### src/rtl/seq_det_scheduler.sv
// Word-to-serial scheduler for a 0110 Mealy sequence detector: shifts each accepted
// word MSB-first into the detector and returns a saturating per-word hit count.
module seq_det_scheduler #(
    parameter int WIDTH = 8,
    parameter int CNT_W = 4
) (
    input  logic             clk,
    input  logic             reset,
    input  logic [WIDTH-1:0] in_data,
    input  logic             in_cont,
    input  logic             in_valid,
    output logic             in_ready,
    output logic             det_clr,
    output logic             det_en,
    output logic             det_din,
    input  logic             det_dout,
    output logic [CNT_W-1:0] res_count,
    output logic             res_hit,
    output logic             res_valid,
    input  logic             res_ready,
    output logic             busy
);

    localparam int BC_W = (WIDTH > 1) ? $clog2(WIDTH) : 1;
    localparam logic [BC_W-1:0]  LAST_BIT = BC_W'(WIDTH - 1);
    localparam logic [CNT_W-1:0] CNT_MAX  = '1;

    typedef enum logic [1:0] {
        IDLE,
        CLEAR,
        SHIFT,
        REPORT
    } state_t;

    state_t           state, state_nxt;
    logic [WIDTH-1:0] shreg, shreg_nxt;
    logic [BC_W-1:0]  bitcnt, bitcnt_nxt;
    logic [CNT_W-1:0] count, count_nxt;
    logic [CNT_W-1:0] res_count_q, res_count_nxt;
    logic             first_flag, first_flag_nxt;

    // NOTE: every state element, datapath included, sits on the async reset so an
    // aborted word leaves no residue that could leak into the next result.
    always_ff @(posedge clk or negedge reset) begin
        if (!reset) begin
            state       <= IDLE;
            shreg       <= '0;
            bitcnt      <= '0;
            count       <= '0;
            res_count_q <= '0;
            first_flag  <= 1'b1;
        end else begin
            // NOTE: non-blocking so every register samples the pre-edge values.
            state       <= state_nxt;
            shreg       <= shreg_nxt;
            bitcnt      <= bitcnt_nxt;
            count       <= count_nxt;
            res_count_q <= res_count_nxt;
            first_flag  <= first_flag_nxt;
        end
    end

    always_comb begin
        // NOTE: defaults first so no path through the case leaves a signal unassigned.
        state_nxt      = state;
        shreg_nxt      = shreg;
        bitcnt_nxt     = bitcnt;
        count_nxt      = count;
        res_count_nxt  = res_count_q;
        first_flag_nxt = first_flag;
        in_ready       = 1'b0;
        det_clr        = 1'b0;
        det_en         = 1'b0;
        det_din        = 1'b0;
        res_valid      = 1'b0;

        unique case (state)
            IDLE: begin
                in_ready = 1'b1;
                if (in_valid) begin
                    shreg_nxt      = in_data;
                    bitcnt_nxt     = '0;
                    count_nxt      = '0;
                    first_flag_nxt = 1'b0;
                    // The very first word after reset always starts from a clean detector.
                    state_nxt      = (!in_cont || first_flag) ? CLEAR : SHIFT;
                end
            end

            CLEAR: begin
                det_clr   = 1'b1;
                state_nxt = SHIFT;
            end

            SHIFT: begin
                det_en     = 1'b1;
                det_din    = shreg[WIDTH-1];
                shreg_nxt  = {shreg[WIDTH-2:0], 1'b0};
                bitcnt_nxt = bitcnt + 1'b1;
                // det_dout is the Mealy response to the bit being consumed on this edge.
                if (det_dout && (count != CNT_MAX)) begin
                    count_nxt = count + 1'b1;
                end
                if (bitcnt == LAST_BIT) begin
                    res_count_nxt = count_nxt;
                    state_nxt     = REPORT;
                end
            end

            REPORT: begin
                res_valid = 1'b1;
                if (res_ready) begin
                    state_nxt = IDLE;
                end
            end

            default: state_nxt = IDLE;
        endcase
    end

    assign res_count = res_count_q;
    assign res_hit   = (res_count_q != '0);
    assign busy      = (state != IDLE);

endmodule

### config.mk
export PLATFORM = sky130hd
export DESIGN_NAME = seq_det_scheduler
export DESIGN_NICKNAME = d
export VERILOG_FILES = /design/src/rtl/seq_det_scheduler.sv
export SDC_FILE = /design/constraint.sdc
export NUM_CORES = 1
export LEC_CHECK = 0
export BUFFER_PORTS_ARGS = -buffer_cell sky130_fd_sc_hd__buf_2
export CAP_MARGIN = 20
export CORE_MARGIN = 5
export CORE_UTILIZATION = 48
export DETAILED_ROUTE_END_ITERATION = 12
export PLACE_DENSITY = 0.74
export SLEW_MARGIN = 20
export SYNTH_ARGS = -nofsm -noshare
export SYNTH_HDL_FRONTEND = slang
export SYNTH_SLANG_ARGS = --single-unit
### constraint.sdc
create_clock -name clk -period 1.5 [get_ports clk]
set_input_delay 0.3 -clock clk [delete_from_list [all_inputs] [get_ports clk]]
set_output_delay 0.3 -clock clk [all_outputs]
set_load 0.05 [all_outputs]
Yosys cells after proc, flatten, opt, wreduce, memory -nomap -nowiden --
Index checks and enable logic that the tools add are counted.
Operators by class: add/subtract/negate cells 2, eq/ne operators 8, multiplexer cells 17, reductions and logical operators 11
Operator list (number):
- 8-bit one-hot mux with 2 select lines | 1
- 2-bit 2-to-1 mux | 4
- 4-bit 2-to-1 mux | 2
- 8-bit 2-to-1 mux | 1
- 2-bit one-hot mux with 4 select lines | 1
- 4-bit one-hot mux with 2 select lines | 1
- 2-bit inequality test (second input constant) | 3
- 3-bit one-hot mux with 2 select lines | 1
- 2-bit AND reduction | 3
- 1-bit 2-to-1 mux | 5
- 4-bit by 1-bit adder with 4-bit output (second input constant) | 1
- 2-bit equality test (second input constant) | 2
- 4-bit inequality test (second input constant) | 1
- 2-bit nonzero test | 2
- 4-bit nonzero test | 1
- 3-bit by 1-bit adder with 3-bit output (second input constant) | 1
- 3-bit equality test (second input constant) | 1
- 3-bit 2-to-1 mux | 1
- 3-bit AND reduction | 1
- 2-bit by 1-bit equality test with 1-bit output (second input constant) | 1
- 2-bit logical NOT | 1
- 1-bit logical AND | 1
- 1-bit logical NOT | 1
- 1-bit logical OR | 1
Storage, ports and cells: register bits 22, input bits 14, output and inout port bits 11, word-level logic and storage cells 44

Depth between registers and ports, before layout --
depth after elaboration 5, mapped depth 7, depth with buffers taken out 5

Least setup slack after synthesis --
OpenSTA, ideal clock, no wires.
path kind flip-flop to output port, start point reg state[0], end point out det_din, data arrival time 1.915 ns, required time 1.200 ns, setup slack -0.715 ns, cell stages (with the launch flop) 6, path buffers 2, cells stage by stage dfrtp_1 -> inv_1 -> ha_1 -> buf_2 -> buf_2 -> and2_1
On the way: longest elaborated chain between the ends 2
Ends and longest elaborated chain:
- start: declaration | RTL line 35 | state_t state, state_nxt;
- start signal: assignment | RTL line 54 | state <= state_nxt;
- 2-bit equality test | RTL line 77 | unique case (state)
- 1-bit 2-to-1 mux | RTL line 77
- end: declaration | RTL line 15 | output logic det_din,
Every way passes these cells.

Final worst setup path --
start point reg res_count_q[0] (netlist: res_count[0]), end point out res_hit
On the way: longest elaborated chain between the ends 1
Ends and longest elaborated chain:
- start: declaration | RTL line 39 | logic [CNT_W-1:0] res_count_q, res_count_nxt;
- start signal: assignment | RTL line 58 | res_count_q <= res_count_nxt;
- 4-bit nonzero test | RTL line 122 | assign res_hit = (res_count_q != '0);
- end: declaration | RTL line 18 | output logic res_hit,
Every way passes these cells.

==> flow_summary.html <==
<table>
<tr><th>Metric</th><th>Value</th></tr>
<tr><th colspan="2">Cells and area</th></tr>
<tr><td>Design area</td><td>0.00194 mm²</td></tr>
<tr><td>Area growth syn-to-layout</td><td>53.8%</td></tr>
<tr><td># nets final</td><td>202</td></tr>
<tr><td>Fraction of layout instances using a drive strength above 1</td><td>51.4%</td></tr>
<tr><td>Post-Route Utilization</td><td>77.7%</td></tr>
<tr><td>Number of fillers in the final layout</td><td>139</td></tr>
<tr><td>Number of antenna cells inserted</td><td>0</td></tr>
<tr><td>Non-filler instance count after layout</td><td>209</td></tr>
<tr><th colspan="2">Die</th></tr>
<tr><td>Number of standard-cell rows in the floorplan</td><td>18</td></tr>
<tr><td>Die Y</td><td>61.3 µm</td></tr>
<tr><td>Total core area</td><td>0.00250 mm²</td></tr>
<tr><td>Chip width</td><td>61.3 µm</td></tr>
<tr><td>Die Outline Area</td><td>0.00376 mm²</td></tr>
<tr><td>Initial core utilization</td><td>50.5%</td></tr>
<tr><td>Top-level I/O count</td><td>25</td></tr>
<tr><th colspan="2">Synthesis</th></tr>
<tr><td>Register area share after synthesis</td><td>43.7%</td></tr>
<tr><td>Distinct cell type count after synthesis</td><td>35</td></tr>
<tr><td>Synthesized Nets</td><td>149</td></tr>
<tr><td>#FFs+latches synth</td><td>22</td></tr>
<tr><td>Main area contributors after synthesis</td><td>dfrtp_1, ha_1, a21oi_1</td></tr>
<tr><td>Area share of the leading cell type in the synthesized netlist</td><td>41.6%</td></tr>
<tr><td>Cell Area, Synth</td><td>0.00126 mm²</td></tr>
<tr><td>Synthesized area divided by synthesized cell count</td><td>9.94 µm²</td></tr>
<tr><td>Cell type with the highest aggregate area in the netlist</td><td>dfrtp_1</td></tr>
<tr><td>Cells after Synth</td><td>127</td></tr>
<tr><td>Number of synthesis warnings</td><td>0</td></tr>
<tr><th colspan="2">STA</th></tr>
<tr><td>Worst Setup Slack, final</td><td>-0.229 ns</td></tr>
<tr><td>Relative slew slack</td><td>66.9%</td></tr>
<tr><td>Final Skew</td><td>0.0110 ns</td></tr>
<tr><td>Final hold slack</td><td>0.364 ns</td></tr>
<tr><td>RSZ-0062 raised after global routing</td><td>true</td></tr>
<tr><td>Final Critical Period</td><td>1.73 ns</td></tr>
<tr><td>Final clock period utilization by the worst path</td><td>115%</td></tr>
<tr><td>Final Setup Violations</td><td>20</td></tr>
<tr><td>Number of pins with negative max-slew slack in the final report</td><td>0</td></tr>
<tr><td>Measured slew at the worst slew-check pin</td><td>0.496 ns</td></tr>
<tr><td>Total count of hold-check failures in the final report</td><td>0</td></tr>
<tr><td>Maximum achievable frequency</td><td>578 MHz</td></tr>
<tr><th colspan="2">Critical path</th></tr>
<tr><td>Critical path capture point type</td><td>output pin</td></tr>
<tr><td>Worst reg2reg setup slack</td><td>-0.11 ns</td></tr>
<tr><td>Worst setup path category</td><td>reg2out</td></tr>
<tr><td>Start of the worst register-to-register path</td><td>state[0]$_DFFE_PN0P_</td></tr>
<tr><td>Family with the most delay on the worst path</td><td>simple AND/OR/NAND/NOR gates</td></tr>
<tr><td>Startpoint Class</td><td>register</td></tr>
<tr><td>Total buffers and inverters traversed by the critical path</td><td>1</td></tr>
<tr><td>Delay of the slowest cell on the worst path</td><td>0.51 ns</td></tr>
<tr><td>Number of cells on the worst reg-to-reg path</td><td>6</td></tr>
<tr><td>Highest-delay cell along the critical path</td><td>or4_4</td></tr>
<tr><td>Worst-path cell chain</td><td>or4_4 &gt; buf_6</td></tr>
<tr><td>Required time of the worst setup path</td><td>1.20 ns</td></tr>
<tr><td>Arrival time of data at the critical path endpoint</td><td>1.43 ns</td></tr>
<tr><td>Highest fanout seen on the critical path</td><td>3</td></tr>
<tr><td>Endpoint of the lowest-slack register-to-register path</td><td>shreg[2]$_DFFE_PN0P_</td></tr>
<tr><td>Number of cells on the critical path</td><td>2</td></tr>
<tr><th colspan="2">Min path</th></tr>
<tr><td>Hold endpoint</td><td>state[0]$_DFFE_PN0P_</td></tr>
<tr><td>Startpoint of the worst hold path</td><td>in_cont</td></tr>
<tr><td>Number of cells on the worst hold path</td><td>4</td></tr>
<tr><td>Hold Crit Class</td><td>in2reg</td></tr>
<tr><th colspan="2">Power and ir drop</th></tr>
<tr><td>Seq pwr share</td><td>22.2%</td></tr>
<tr><td>Peak supply drop</td><td>1760 µV</td></tr>
<tr><td>Fraction of power consumed by the clock network</td><td>6.1%</td></tr>
<tr><td>Cell-internal power</td><td>2.51 mW</td></tr>
<tr><td>Switching Share</td><td>45.8%</td></tr>
<tr><td>Standby leakage power</td><td>0.881 nW</td></tr>
<tr><td>Total power</td><td>4.62 mW</td></tr>
<tr><td>Combinational group share of total power</td><td>71.7%</td></tr>
<tr><td>Net switching power of the design</td><td>2.12 mW</td></tr>
<tr><td>Power density over the cells</td><td>2380 mW/mm²</td></tr>
<tr><th colspan="2">Clocking</th></tr>
<tr><td>Root Buffer</td><td>clkbuf_4</td></tr>
<tr><td>CTS tree</td><td>done</td></tr>
<tr><td>Clock Latency Late Sink</td><td>0.31 ns</td></tr>
<tr><td># clock sinks</td><td>22</td></tr>
<tr><td>Clock transition time at the flip-flop clock pins of the worst setup and hold paths</td><td>0.12 ns</td></tr>
<tr><td>Max H-tree Level</td><td>1</td></tr>
<tr><td>Buffer levels on the longest clock path</td><td>2</td></tr>
<tr><td>CTS Buf Count</td><td>3</td></tr>
<tr><th colspan="2">Run status</th></tr>
<tr><td>Status</td><td>complete, but fails checks</td></tr>
<tr><td>Failing checks</td><td>setup timing</td></tr>
<tr><th colspan="2">Run</th></tr>
<tr><td>Max-Cap Viols</td><td>0</td></tr>
<tr><th colspan="2">Detailed routing</th></tr>
<tr><td>Detailed router's first-iteration violation count</td><td>78</td></tr>
<tr><td>Number of search-and-repair iterations in the first detailed-routing pass</td><td>4</td></tr>
<tr><td>Aggregate routed wire length</td><td>3860 µm</td></tr>
<tr><td>Per-cell routed wire length</td><td>18.4 µm</td></tr>
<tr><td>Average via count per standard cell</td><td>5.91</td></tr>
<tr><td>Remaining antenna violation count after routing</td><td>0</td></tr>
<tr><td>Vias after detailed routing</td><td>1235</td></tr>
<tr><td>Remaining DRCs</td><td>0</td></tr>
<tr><th colspan="2">Global route</th></tr>
<tr><td>GR Layer Usage met3</td><td>5.45%</td></tr>
<tr><td>Grt peak-use layer</td><td>met2</td></tr>
<tr><td>Initial antenna violation count</td><td>0</td></tr>
<tr><td>Overall routing resource usage</td><td>22.0%</td></tr>
<tr><td>Largest net degree at the start of global routing</td><td>23</td></tr>
<tr><td>Global routing usage on met1</td><td>25.8%</td></tr>
<tr><td>Total congestion overflow after global routing</td><td>0</td></tr>
<tr><td>Global-route wire length before repair</td><td>5980 µm</td></tr>
<tr><td>Vias in the first global route</td><td>1271</td></tr>
<tr><td>Met2 usage</td><td>38.1%</td></tr>
<tr><th colspan="2">Placement</th></tr>
<tr><td>Routability congestion estimate from global placement</td><td>0.817</td></tr>
<tr><td>Port-buffer cells</td><td>24</td></tr>
<tr><td>Standard cell area after detailed placement</td><td>0.00156 mm²</td></tr>
<tr><td>Cell count after placement</td><td>190</td></tr>
<tr><td>Detailed Place HPWL</td><td>2300 µm</td></tr>
</table>
[Yosys cell counts, drive strengths merged]
library cell,count
inv,6
nand4,1
mux2,1
dfstp,1
a211o,1
mux2i,3
nand2,11
a221o,7
a211oi,1
nor4,1
a21oi,14
a31oi,2
dfrtp,21
or3,1
nand3b,1
a41oi,1
buf,6
nand2b,11
and3,2
and4b,1
o21ai,7
a22o,2
nand3,8
nor2b,1
and2,2
nor2,1
o221a,1
or4,2
o31ai,1
o211ai,1
ha,8
[final cells by class]
type	instances	area [µm²]	share of cell area, %
multi-input combinational	94	837	43.1
sequential	22	556	28.6
timing repair buffer	53	452	23.3
tap	30	37.5	1.93
inverter	6	33.8	1.74
clock buffer	4	26.3	1.35
[stage by stage]
step / TNS, ns / worst slack, ns
floorplan: -0.894 / -0.157
global placement: 0 / 0.0382
detailed placement: -0.00994 / -0.00907
CTS: -0.667 / -0.235
global route: -2.96 / -0.282
finish: -1.52 / -0.229
[flip-flops by register name, indices dropped and copies added (netlist names)]
| register | flops |
|---|---|
| shreg | 8 |
| count | 4 |
| res_count | 4 |
| bitcnt | 3 |
| state | 2 |
| first_flag | 1 |
[logic make-up after synthesis]
logic type               Yosys count  share of synthesized area (%)
AND/OR/NAND/NOR                   43                           19.6
AO/OA/AOI/OAI                     38                           21.3
flip-flops                        22                           43.7
buffers and inverters             12                           4.16
adder cells (fa/ha/maj)            8                           7.93
multiplexers                       4                           3.27
[worst min-delay path, cell delays in order]
cell,delay (ns)
buf_2,0.08
nand3b_1,0.09
o21ai_1,0.09
mux2i_1,0.08
[repair_timing]
item                       in CTS  in global routing
buffers inserted                8                 10
gates cloned                    0                  1
gates resized for setup        32                 32
hold endpoints to repair       21                  0
setup endpoints to repair      11                 26
pin swaps                       5                 20
hold buffers                    1                  0
[cell usage in the layout (no fill, tap or decap), types with 2 or more instances in the layout]
cell	instances
dfrtp_1	18
buf_2	17
buf_6	15
buf_4	15
a21oi_1	12
nand2b_1	9
nand3_1	8
nand2_1	8
a221o_1	7
buf_8	5
ha_1	4
ha_4	4
inv_4	3
o21ai_1	3
o21ai_0	3
clkbuf_4	3
dfrtp_2	3
inv_2	2
or4_4	2
nor2_4	2
a21oi_2	2
nand2_2	2
a22o_1	2
nand2b_4	2
mux2i_1	2
[worst max-delay path by stage]
stage                                         from              endpoint
final                     res_count[0]$_DFFE_PN0P_               res_hit
after detailed placement      state[1]$_DFFE_PN0P_  count[1]$_DFFE_PN0P_
after CTS                 res_count[0]$_DFFE_PN0P_               res_hit
after floorplan               state[1]$_DFFE_PN0P_  shreg[0]$_DFFE_PN0P_
after global placement        state[1]$_DFFE_PN0P_  count[1]$_DFFE_PN0P_
after global routing      res_count[2]$_DFFE_PN0P_               res_hit
[power by group through the flow]
stage          Clock [mW]  Combinational [mW]  Sequential, mW
4_1_cts             0.289                2.81            1.02
5_1_grt             0.317                3.49            1.06
6_report            0.281                3.32            1.03
3_3_place_gp            0                2.16            1.02
2_1_floorplan           0                1.54            1.18
3_5_place_dp            0                2.24            1.04
[per-layer routing]
layer	up-vias	part of all wire (%)
met5	-	0
met4	0	2.5
met3	14	5.0
met2	44	51
met1	605	41
li1	572	-
Power figures use the tool's default switching activity.
